**config.mk**
```make
export PLATFORM = sky130hd
export DESIGN_NAME = coffee_dispenser_flat
export DESIGN_NICKNAME = d
export VERILOG_FILES = /design/src/rtl/coffee_dispenser_pkg.sv /design/src/rtl/coffee_dispenser_if.sv /design/src/rtl/coffee_dispenser_dn_counter.sv /design/src/rtl/coffee_dispenser.sv /design/src/flat_wrapper.sv
export SDC_FILE = /design/constraint.sdc
export NUM_CORES = 1
export LEC_CHECK = 0
export CAP_MARGIN = 10
export CORE_ASPECT_RATIO = 0.6
export CORE_MARGIN = 8
export CORE_UTILIZATION = 46
export CTS_BUF_LIST = sky130_fd_sc_hd__clkbuf_2
export CTS_CLUSTER_DIAMETER = 120
export DETAILED_ROUTE_END_ITERATION = 12
export PLACE_DENSITY = 0.7
export RECOVER_POWER = 100
export SETUP_SLACK_MARGIN = 0.15
export SYNTH_ARGS = -nofsm -noshare
export SYNTH_HDL_FRONTEND = slang
export SYNTH_SLANG_ARGS = --single-unit
export TNS_END_PERCENT = 1
```
**constraint.sdc**
```tcl
create_clock -name clock -period 3.1 [get_ports clock]
set_clock_uncertainty 0.2 [all_clocks]
set_input_delay 0.465 -clock clock [delete_from_list [all_inputs] [get_ports clock]]
set_output_delay 0.465 -clock clock [all_outputs]
set_load 0.02 [all_outputs]
```
**src/rtl/coffee_dispenser_pkg.sv**
```systemverilog
// Shared encodings for the drink-preparation sequencer: state codes, product
// codes, counter width and the strobe priority encoder.
package coffee_pkg;

  localparam int CNT_W = 16;

  localparam logic [2:0] S_IDLE  = 3'd0;
  localparam logic [2:0] S_CUP   = 3'd1;
  localparam logic [2:0] S_GRIND = 3'd2;
  localparam logic [2:0] S_PUMP  = 3'd3;
  localparam logic [2:0] S_MILK  = 3'd4;
  localparam logic [2:0] S_DONE  = 3'd5;
  localparam logic [2:0] S_ERR   = 3'd6;

  typedef logic [1:0] prod_t;

  localparam prod_t PROD_NONE = 2'b00;
  localparam prod_t PROD_CAP  = 2'b01;
  localparam prod_t PROD_ES   = 2'b10;
  localparam prod_t PROD_ESL  = 2'b11;

  // Long espresso wins over espresso, which wins over cappuccino.
  function automatic prod_t pick_prod(input logic cap, input logic es, input logic esl);
    if (esl)      return PROD_ESL;
    else if (es)  return PROD_ES;
    else if (cap) return PROD_CAP;
    return PROD_NONE;
  endfunction

endpackage

```
**src/rtl/coffee_dispenser_if.sv**
```systemverilog
// Signal bundle between the vending front end and the drink sequencer.
interface coffee_dispenser_if;
  logic       cap;
  logic       es;
  logic       esl;
  logic       cup_present;
  logic       cup_drop;
  logic       grind;
  logic       pump;
  logic       milk;
  logic       busy;
  logic       done;
  logic       err;
  logic       lost;
  logic [2:0] state_reg;

  modport master (
    output cap, es, esl, cup_present,
    input  cup_drop, grind, pump, milk, busy, done, err, lost, state_reg
  );

  modport slave (
    input  cap, es, esl, cup_present,
    output cup_drop, grind, pump, milk, busy, done, err, lost, state_reg
  );
endinterface

```
**src/rtl/coffee_dispenser_dn_counter.sv**
```systemverilog
// Loadable down counter that parks at zero; times every sequencer state.
module dn_counter
  import coffee_pkg::*;
(
  input  logic             clock,
  input  logic             reset,
  input  logic             load,
  input  logic [CNT_W-1:0] load_val,
  output logic             zero
);

  logic [CNT_W-1:0] count;

  always_ff @(posedge clock or negedge reset) begin
    if (!reset)              count <= '0;
    else if (load)           count <= load_val;
    else if (count != '0)    count <= count - 1'b1;
  end

  assign zero = (count == '0);

endmodule

```
**src/rtl/coffee_dispenser.sv**
```systemverilog
// Drink-preparation sequencer: cup drop, grind, pump and (cappuccino) milk,
// each timed by a shared down counter reloaded on every state change.
module coffee_dispenser
  import coffee_pkg::*;
#(
  parameter int CUP_TIMEOUT  = 8,
  parameter int GRIND_CYC    = 4,
  parameter int ES_PUMP_CYC  = 6,
  parameter int ESL_PUMP_CYC = 10,
  parameter int MILK_CYC     = 5
) (
  input  logic            clock,
  input  logic            reset,
  coffee_dispenser_if.slave bus
);

  localparam logic [CNT_W-1:0] CUP_LD   = CNT_W'(CUP_TIMEOUT - 1);
  localparam logic [CNT_W-1:0] GRIND_LD = CNT_W'(GRIND_CYC - 1);
  localparam logic [CNT_W-1:0] ES_LD    = CNT_W'(ES_PUMP_CYC - 1);
  localparam logic [CNT_W-1:0] ESL_LD   = CNT_W'(ESL_PUMP_CYC - 1);
  localparam logic [CNT_W-1:0] MILK_LD  = CNT_W'(MILK_CYC - 1);

  logic [2:0]       state;
  logic [2:0]       state_nxt;
  prod_t            prod;
  prod_t            prod_nxt;
  logic             strobe;
  logic             cnt_load;
  logic [CNT_W-1:0] cnt_val;
  logic             cnt_zero;
  logic             lost_q;

  assign strobe = bus.cap | bus.es | bus.esl;

  always_comb begin
    state_nxt = state;
    prod_nxt  = prod;
    case (state)
      S_IDLE: if (strobe) begin
        state_nxt = S_CUP;
        prod_nxt  = pick_prod(bus.cap, bus.es, bus.esl);
      end
      S_CUP: begin
        if (bus.cup_present) state_nxt = S_GRIND;
        else if (cnt_zero)   state_nxt = S_ERR;
      end
      S_GRIND: begin
        if (!bus.cup_present) state_nxt = S_ERR;
        else if (cnt_zero)    state_nxt = S_PUMP;
      end
      S_PUMP: begin
        if (!bus.cup_present) state_nxt = S_ERR;
        else if (cnt_zero)    state_nxt = (prod == PROD_CAP) ? S_MILK : S_DONE;
      end
      S_MILK: begin
        if (!bus.cup_present) state_nxt = S_ERR;
        else if (cnt_zero)    state_nxt = S_DONE;
      end
      S_DONE: begin
        state_nxt = S_IDLE;
        prod_nxt  = PROD_NONE;
      end
      S_ERR:   state_nxt = S_ERR;
      default: state_nxt = S_IDLE;
    endcase
  end

  // Counter is reloaded with N-1 whenever the state changes, so the exit
  // edge lands exactly N cycles after entry.
  always_comb begin
    cnt_load = (state_nxt != state);
    cnt_val  = '0;
    case (state_nxt)
      S_CUP:   cnt_val = CUP_LD;
      S_GRIND: cnt_val = GRIND_LD;
      S_PUMP:  cnt_val = (prod == PROD_ESL) ? ESL_LD : ES_LD;
      S_MILK:  cnt_val = MILK_LD;
      default: cnt_val = '0;
    endcase
  end

  dn_counter u_cnt (
    .clock    (clock),
    .reset    (reset),
    .load     (cnt_load),
    .load_val (cnt_val),
    .zero     (cnt_zero)
  );

  always_ff @(posedge clock or negedge reset) begin
    if (!reset) begin
      state  <= S_IDLE;
      prod   <= PROD_NONE;
      lost_q <= 1'b0;
    end else begin
      state  <= state_nxt;
      prod   <= prod_nxt;
      lost_q <= strobe && (state inside {S_CUP, S_GRIND, S_PUMP, S_MILK, S_DONE});
    end
  end

  assign bus.state_reg = state;
  assign bus.cup_drop  = (state == S_CUP);
  assign bus.grind     = (state == S_GRIND);
  assign bus.pump      = (state == S_PUMP);
  assign bus.milk      = (state == S_MILK);
  assign bus.done      = (state == S_DONE);
  assign bus.err       = (state == S_ERR);
  assign bus.busy      = (state != S_IDLE) && (state != S_ERR);
  assign bus.lost      = lost_q;

endmodule

```
**src/flat_wrapper.sv**
```systemverilog
// flat-port wrapper written by rule: the top's interface ports become plain ports
module coffee_dispenser_flat import coffee_pkg::*;
#(
  parameter int CUP_TIMEOUT  = 8,
  parameter int GRIND_CYC    = 4,
  parameter int ES_PUMP_CYC  = 6,
  parameter int ESL_PUMP_CYC = 10,
  parameter int MILK_CYC     = 5
)
  (clock, reset, bus_cap, bus_es, bus_esl, bus_cup_present, bus_cup_drop, bus_grind, bus_pump, bus_milk, bus_busy, bus_done, bus_err, bus_lost, bus_state_reg);
  coffee_dispenser_if bus_i ();
  input  logic clock;
  input  logic reset;
  input wire logic [$bits(bus_i.cap)-1:0] bus_cap;
  input wire logic [$bits(bus_i.es)-1:0] bus_es;
  input wire logic [$bits(bus_i.esl)-1:0] bus_esl;
  input wire logic [$bits(bus_i.cup_present)-1:0] bus_cup_present;
  output wire logic [$bits(bus_i.cup_drop)-1:0] bus_cup_drop;
  output wire logic [$bits(bus_i.grind)-1:0] bus_grind;
  output wire logic [$bits(bus_i.pump)-1:0] bus_pump;
  output wire logic [$bits(bus_i.milk)-1:0] bus_milk;
  output wire logic [$bits(bus_i.busy)-1:0] bus_busy;
  output wire logic [$bits(bus_i.done)-1:0] bus_done;
  output wire logic [$bits(bus_i.err)-1:0] bus_err;
  output wire logic [$bits(bus_i.lost)-1:0] bus_lost;
  output wire logic [$bits(bus_i.state_reg)-1:0] bus_state_reg;
  assign bus_i.cap = bus_cap;
  assign bus_i.es = bus_es;
  assign bus_i.esl = bus_esl;
  assign bus_i.cup_present = bus_cup_present;
  assign bus_cup_drop = bus_i.cup_drop;
  assign bus_grind = bus_i.grind;
  assign bus_pump = bus_i.pump;
  assign bus_milk = bus_i.milk;
  assign bus_busy = bus_i.busy;
  assign bus_done = bus_i.done;
  assign bus_err = bus_i.err;
  assign bus_lost = bus_i.lost;
  assign bus_state_reg = bus_i.state_reg;
  coffee_dispenser #(.CUP_TIMEOUT(CUP_TIMEOUT), .GRIND_CYC(GRIND_CYC), .ES_PUMP_CYC(ES_PUMP_CYC), .ESL_PUMP_CYC(ESL_PUMP_CYC), .MILK_CYC(MILK_CYC)) u_core (.clock(clock), .reset(reset), .bus(bus_i));
endmodule
```
==> key figures <==
Worst setup path
  • Worst path slowest cell: dlygate4sd3_1
  • Register-to-Register Path Depth: 8
  • Critical Path AT: 2.18 ns
  • WS Path Type: reg -> out
  • Worst r2r src: u_core.u_cnt.count[0]
  • R2R Path End: u_core.u_cnt.count[2]
  • Reg2reg setup slack: 0.31 ns
  • Data required, critical path: 2.43 ns
  • Worst path cell trace: nor2_1 -> and2_1 -> dlygate4sd3_1
  • CP Launch Type: flop
  • CP max stage delay: 0.68 ns
  • CP Max Fanout: 12
  • CP delay by family, top: buffers and inverters
  • Crit. End Element: output port
  • CP bufs+invs: 1

STA
  • Fin. Hold Viols: 0
  • Peak Freq: 351.0 MHz
  • Fin crit period: 2.849 ns
  • Setup tns final: 0 ns
  • RSZ-0062 raised after global routing: false
  • Slew @ Worst Pin: 1.190 ns
  • Final worst slack: 0.2511 ns
  • Final Cycle Share: 91.90%
  • Hold WS: 0.4108 ns
  • Rel. slew slack: 20.69%
  • # setup viols final: 0
  • Pins over their slew limit: 0

Cells and area
  • Largest register FFs: 16
  • Fin nets: 174
  • Area grow syn2layout: 14.34%
  • Design Area, Final: 1597 µm²
  • Fillers: 278
  • ANT cells: 0
  • Layout cells sized above 1: 10.30%
  • Non-Filler Instances: 207
  • Util after Layout: 55.24%

Clock tree
  • Hold Buf Count CTS: 0
  • Max clock buf depth: 2
  • Clk slew on worst S/H paths: 0.20 ns
  • CTS tree: yes
  • Htree depth: 1
  • Clock latency on the worst-skew pair: 0.32 ns
  • Setup Buffers After CTS: 0
  • Clock sinks: 22
  • Total CTS buffers: 3
  • CTS Root Cell: clkbuf_2
  • Post_cts resized: 0

Drt
  • Final ANT Viol Nets: 0
  • Total wire length: 3.038 mm
  • Starting DRT DRC Count: 106
  • Routed len/inst: 14.68 µm
  • DRC: 0
  • TritonRoute pass-1 iters: 5
  • Vias after detailed routing: 1165
  • Avg Vias per Cell: 5.628

Synthesis
  • Synth top area share: 39.43%
  • Synth Flop Type: dfrtp_1
  • Number of synthesized flops with an enable pin: 0
  • Mean post-synth cell area: 9.247 µm²
  • FF+latch count, synth: 22
  • Gate Count Post-Synth: 151
  • Syn Std Cell Area: 1396 µm²
  • Distinct cells, synth: 47
  • Sequential fraction of the synthesis area: 39.43%
  • Synth top cells by count: nor2_1, dfrtp_1, nand2_1, xnor2_1, xor2_1
  • Synthesized Nets: 158
  • Post-synth top area cell: dfrtp_1
  • Most frequent cell after synthesis: nor2_1
  • Synthesis warning total: 0
  • Synth top area cells: dfrtp_1, xnor2_1, nor2_1
  • Ys async rst share: 100.0%

Global routing
  • Vias in the first global route: 1110
  • Antenna violations before repair: 0
  • First-pass GRT wire length: 5.257 mm
  • Grt ovf: 0
  • GRT Util Overall: 12.93%
  • Pin count of the biggest net entering global routing: 23

Hold path
  • Hold endpoint: u_core.prod[1]
  • Hold path startpoint: u_core.prod[1]
  • Worst hold path type: reg -> reg
  • Hold Crit Depth: 2

Placed design
  • Detail Placement HPWL: 2.331 mm
  • Port bufs: 16
  • GP Congestion: 0.8410
  • Placed cell area: 1594 µm²
  • Placed cells: 204
  • Post-place setup slack: 0.3406 ns

Die
  • Die X: 87.13 µm
  • Core box area: 2890 µm²
  • DIE AREA: 5112 µm²
  • Ports: 17
  • Cell row count: 15
  • Initial Utilization: 48.31%
  • Die Ht: 58.68 µm

Flow run
  • Max Cap Viol: 0

Status
  • Outcome: completed

Power
  • Worst IR Drop VDD: 0.0004152 V
  • LEAKAGE: 0.6821 nW
  • Pwr dens: 787.9 nW/µm²
  • Total power: 1.258 mW
power breakdown:
part,switching [mW],leakage [nW],internal [mW]
clock network,0.0838,0.0125,0.0264
registers,0.164,0.277,0.398
logic,0.292,0.392,0.294
worst max path at each step:
stage	start	endpoint	slack, ns	depth (start not counted)
CTS	u_core.bus.state_reg[2]	bus_cup_drop	0.35	3
finish	u_core.bus.state_reg[2]	bus_cup_drop	0.25	3
detailed placement	bus_cap	u_core.u_cnt.count[2]	0.34	7
global route	u_core.u_cnt.count[0]	u_core.u_cnt.count[2]	0.12	8
floorplan	u_core.bus.state_reg[1]	u_core.u_cnt.count[2]	0.74	8
global placement	bus_cap	u_core.u_cnt.count[2]	0.41	7
logic make-up after synthesis:
group | count (synthesis) | share of synthesized area (%)
AO/OA/AOI/OAI | 23 | 13.44
buffers and inverters | 13 | 3.763
multiplexers | 2 | 1.434
XOR/XNOR | 17 | 10.66
adder cells (fa/ha/maj) | 1 | 0.8959
AND/OR/NAND/NOR | 73 | 30.38
flip-flops | 22 | 39.43
layer usage:
| metal | GRT usage (%) | vias up | wire, µm | share of wire, % |
|---|---|---|---|---|
| li1 | - | 563 | - | - |
| met1 | 18.16 | 575 | 1516 | 50 |
| met2 | 19.46 | 27 | 1357 | 45 |
| met3 | 3.745 | 0 | 165 | 5.4 |
| met4 | 1.699 | 0 | 0 | 0 |
| met5 | 0 | - | 0 | 0 |
final cells by class:
class                           instances  area [µm²]  area share [%]
Timing Repair Buffer                   18       168.9           10.58
Tap cell                               42       52.55           3.292
Inverter                                6       22.52           1.411
Multi-Input combinational cell        116       787.0           49.29
Clock buffer                            3       15.01          0.9404
Sequential cell                        22       550.5           34.48
placed cells by master (no fill, tap or decap), drive strengths merged, types with 3 or more instances in the layout:
cell type,instances
nor2,24
dfrtp,22
dlygate4sd3,12
nand2,10
xnor2,10
xor2,7
nor3,7
inv,6
a21oi,6
or3,5
clkbuf,5
nor4,5
o21ai,4
nand3,4
clkdlybuf4s50,4
and2,3
or4,3
worst min-delay path, delay by kind of cell (launching register included):
kind          cells  cell delay, ns
simple gates      2            0.14
flops             1            0.46
(Power assumes the default switching activity.)
